### src/rtl/demux16_16bit_reg.sv
// Registered 1-to-16 word distributor: valid/ready write side, per-channel valid/ack drain,
// and a registered count of occupied channels.
module demux16_16bit_reg #(
  parameter int unsigned WIDTH = 16
) (
  input  logic                  clk,
  input  logic                  rst,
  input  logic [WIDTH-1:0]      din,
  input  logic [3:0]            sel,
  input  logic                  in_valid,
  output logic                  in_ready,
  output logic [16*WIDTH-1:0]   out_data,
  output logic [15:0]           out_valid,
  input  logic [15:0]           out_ack,
  output logic [4:0]            occupancy
);

  logic [15:0][WIDTH-1:0] d;
  logic [15:0]            f;
  logic [15:0]            wr;
  logic [15:0]            drain;
  logic                   accept;
  logic                   wr_new;
  logic [4:0]             drain_cnt;

  // A full channel can still accept when its consumer empties it in the same cycle.
  assign in_ready = !rst && (!f[sel] || out_ack[sel]);
  assign accept   = in_valid && in_ready;
  assign wr_new   = accept && !f[sel];

  always_comb begin
    wr        = '0;
    drain     = '0;
    drain_cnt = '0;
    for (int unsigned k = 0; k < 16; k++) begin
      wr[k]     = accept && (sel == 4'(k));
      drain[k]  = out_ack[k] && f[k] && !wr[k];
      drain_cnt = drain_cnt + 5'(drain[k]);
    end
  end

  always_ff @(posedge clk or posedge rst) begin
    if (rst) begin
      d         <= '0;
      f         <= '0;
      occupancy <= '0;
    end else begin
      for (int unsigned k = 0; k < 16; k++) begin
        if (wr[k]) begin
          d[k] <= din;
          f[k] <= 1'b1;
        end else if (drain[k]) begin
          f[k] <= 1'b0;
        end
      end
      occupancy <= occupancy + 5'(wr_new) - drain_cnt;
    end
  end

  assign out_data  = d;
  assign out_valid = f;

endmodule

### config.mk
export PLATFORM = sky130hd
export DESIGN_NAME = demux16_16bit_reg
export DESIGN_NICKNAME = d
export VERILOG_FILES = /design/src/rtl/demux16_16bit_reg.sv
export SDC_FILE = /design/constraint.sdc
export NUM_CORES = 1
export LEC_CHECK = 0
export CAP_MARGIN = 40
export CORE_UTILIZATION = 28
export CTS_CLUSTER_SIZE = 16
export DETAILED_ROUTE_END_ITERATION = 7
export SYNTH_ARGS = -nofsm -noshare
export SYNTH_HDL_FRONTEND = slang
export SYNTH_SLANG_ARGS = --single-unit
export TNS_END_PERCENT = 5
### constraint.sdc
create_clock -name clk -period 12.5 [get_ports clk]
set_input_delay 1.875 -clock clk [delete_from_list [all_inputs] [get_ports clk]]
set_output_delay 1.875 -clock clk [all_outputs]
set_load 0.05 [all_outputs]
==> flow_metrics.env <==
export IMPL_grt_ovfl_total=0
export IMPL_drt_pass1_iterations=4
export IMPL_syn_num_nets=789
export IMPL_hold_buffers=0
export IMPL_grt_usage=0.163
export IMPL_cp_cell_sequence="clkdlybuf4s50_1 > buf_8 > mux4_2 > a22o_1 > nor2_8 > o2111ai_4 > and3_1 > fa_1 > inv_1 > ha_1 > fa_1 > inv_1 > fa_1 > fa_1 > fa_1 > inv_1 > fa_1 > xnor2_1 > xnor2_1"
export IMPL_drt_antenna_violating_nets=0
export IMPL_pwr_share_comb=0.417
export IMPL_io_pins=317
export IMPL_swShare=0.394
export IMPL_fp_dieW_um=207
export IMPL_r2r_start="out_valid[7]"
export IMPL_drc=0
export IMPL_crit_slowest_cell="clkdlybuf4s50_1"
export IMPL_cts_resized=0
export IMPL_coreArea_um2=41200
export IMPL_fmax_mhz=123
export IMPL_nNetsFinal=1114
export IMPL_arrival_ns=8.62
export IMPL_power_density_nw_per_um2=213
export IMPL_fin_setup_tns_ns=0
export IMPL_wl_per_cell_um=22.0
export IMPL_syn_avg_cell_area_um2=16.3
export IMPL_period_share=0.651
export IMPL_dieArea_um2=42900
export IMPL_ff2ff_setup_slack_ns=6.31
export IMPL_synth_cell_area_um2=11800
export IMPL_cp_slowest_stage_delay_ns=0.80
export IMPL_rows=74
export IMPL_port_buffers=316
export IMPL_pre_cts_ws_ns=3.73
export IMPL_fin_util=0.404
export IMPL_reg2reg_depth=17
export IMPL_ir_drop_mv=0.122
export IMPL_cp_required_ns=12.99
export IMPL_crit_start="sel[1]"
export IMPL_p_leak_uw=0.00751
export IMPL_cp_common_cell="fa_1"
export IMPL_crit_fanout=18
export IMPL_syn_inst=721
export IMPL_place_congestion=0.758
export IMPL_area_growth_pct=41.1
export IMPL_drt_wl_total_mm=35.3
export IMPL_yosys_warnings=0
export IMPL_clk_pin_slew_ns=0.06
export IMPL_via_per_inst=4.51
export IMPL_finalWorstSetupSlack_ns=4.37
export IMPL_slew_violations=0
export IMPL_seq_power_share=0.335
export IMPL_drive_gt1_frac=0.327
export IMPL_end_kind="flip-flop"
export IMPL_grt_pass1_vias=7725
export IMPL_drv_cap=0
export IMPL_grt_pass1_wl_mm=52.6
export IMPL_status="complete, no violations"
export IMPL_clock_skew_ns=0.0101
export IMPL_dp_cells=1546
export IMPL_start_util=0.286
export IMPL_grt_max_degree=85
export IMPL_ys_types=29
export IMPL_synth_seq_cells=277
export IMPL_cts_buffers=30
export IMPL_instances_no_fill=1601
export IMPL_slew_limit_headroom=0.400
export IMPL_power_switching_uw=1390
export IMPL_fp_dieH_um=207
export IMPL_start_kind="input port"
export IMPL_hold_viol_final=0
export IMPL_cts_buffer_depth=3
export IMPL_r2r_end="occupancy[4]"
export IMPL_worst_slew_pin_transition_ns=0.900
export IMPL_crit_type="input port to flip-flop"
export IMPL_finalSetupViolations=0
export IMPL_p_clk_frac=0.248
export IMPL_crit_end="occupancy[4]"
export IMPL_cts_tree="yes"
export IMPL_cts_sinks=277
export IMPL_yosysSeqAreaShare=0.588
export IMPL_internal_power_uw=2140
export IMPL_power_total_uw=3540
export IMPL_antenna_found_initial=3
export IMPL_post_cts_buffers=0
export IMPL_vias=7226
export IMPL_min_period_ns=8.13
export IMPL_rsz0062_at_grt="no"
export IMPL_drt_iter0_drc=321
export IMPL_insertion_delay_ns=0.56
export IMPL_cts_root_buf="clkbuf_16"
export IMPL_hp_class="flip-flop to flip-flop"
export IMPL_dp_hpwl_mm=24.9
export IMPL_cts_max_level=1
-- final cells by class --
cell class | count | area [um^2]
clock inverters | 6 | 60.1
clock buffers | 47 | 916
flip-flops and latches | 277 | 6930
inverters | 39 | 154
well taps | 532 | 666
diodes | 2 | 5.00
multi-input cells | 363 | 4460
repair buffers | 335 | 3440
fillers | 3830 | 24600
-- worst min-delay path by stage --
stage / start / to / slack, ns / cells past startpoint
finish: out_data[41] / out_data[41] / 0.50 / 1
global route: out_data[57] / out_data[57] / 0.51 / 1
CTS: out_data[15] / out_data[15] / 0.50 / 1
detailed placement: out_data[109] / out_data[109] / 0.49 / 1
global placement: out_data[133] / out_data[133] / 0.49 / 1
floorplan: out_valid[14] / out_valid[14] / 0.76 / 2
-- synth_stat cells --
cell type / n / area share
buf_6: 8 / 0.0076
and3_1: 6 / 0.0032
buf_1: 3 / 0.00096
inv_1: 38 / 0.012
a22oi_1: 2 / 0.0013
o2111ai_4: 9 / 0.020
clkbuf_1: 18 / 0.0057
mux2_4: 64 / 0.082
fa_1: 14 / 0.024
o21ai_0: 16 / 0.0068
nor2_8: 1 / 0.0017
o2111ai_2: 7 / 0.0089
nor2_1: 2 / 0.00064
mux2_2: 192 / 0.18
nand2_2: 1 / 0.00053
nor2_2: 1 / 0.00053
xnor2_1: 4 / 0.0030
nand3_1: 10 / 0.0042
buf_4: 4 / 0.0025
xor2_1: 2 / 0.0015
ha_1: 15 / 0.016
nor2b_1: 4 / 0.0021
and2_1: 3 / 0.0016
dfrtp_1: 277 / 0.59
inv_2: 1 / 0.00032
a22o_1: 2 / 0.0015
mux4_2: 8 / 0.015
buf_2: 8 / 0.0034
buf_12: 1 / 0.0017
-- routing by layer --
metal  up-vias  track usage  wire length [um]
met5         -            0                13
met4         2       0.0409               628
met3        44       0.0591              2950
met2       237        0.258             16200
met1      3751        0.210             15500
li1       3192            -                 -
-- worst max-delay path, delay by kind of cell --
kind / cells / cell delay, ns
buffers and inverters: 5 / 1.18
adder cells (fa/ha/maj): 7 / 3.04
XOR/XNOR: 2 / 0.32
AO/OA/AOI/OAI: 2 / 0.83
multiplexers: 1 / 0.51
AND/OR/NAND/NOR: 2 / 0.85
-- cells in the final DEF (no fill, tap or decap), types with 5 or more instances in the layout --
master,count
buf_4,10
mux2_4,64
buf_16,5
nand3_1,10
o2111ai_4,10
inv_1,37
o2111ai_2,6
fa_1,14
clkbuf_16,31
mux2_2,192
mux4_2,8
clkbuf_1,8
dfrtp_1,277
clkdlybuf4s50_1,316
and3_1,6
o21ai_0,16
ha_1,15
clkbuf_8,8
-- per-stage QoR --
| step | instance area, um^2 | hold slack [ns] |
|---|---|---|
| floorplan | 11800 | 0.763 |
| global placement | 15400 | 0.487 |
| detailed placement | 15600 | 0.491 |
| CTS | 16600 | 0.505 |
| global route | 16600 | 0.509 |
| finish | 16600 | 0.502 |
-- logic make-up (layout without fill, tap and decap cells) --
group,Yosys count,count (layout),share of synthesized area
AOI/OAI and AO/OA,36,36,0.0385
xor gates and xnor gates,6,6,0.00446
adders and majority gates,29,29,0.0397
buffers and inverters,81,427,0.0344
DFF,277,277,0.588
muxes,264,264,0.280
other,0,2,0
and+or+nand+nor,28,28,0.0145
-- sequential cells by signal, indices dropped and copies added, names as in the netlist --
register,flops
out_data,256
out_valid,16
occupancy,5
-- power groups by stage --
stage,registers (uW),logic (uW),clock network (uW)
3_5_place_dp,1200,1480,0
6_report,1180,1470,878
4_1_cts,1190,1490,912
2_1_floorplan,1830,347,0
3_3_place_gp,1190,1470,0
5_1_grt,1210,1550,942
Note: power is estimated with default switching activity, not from simulation.
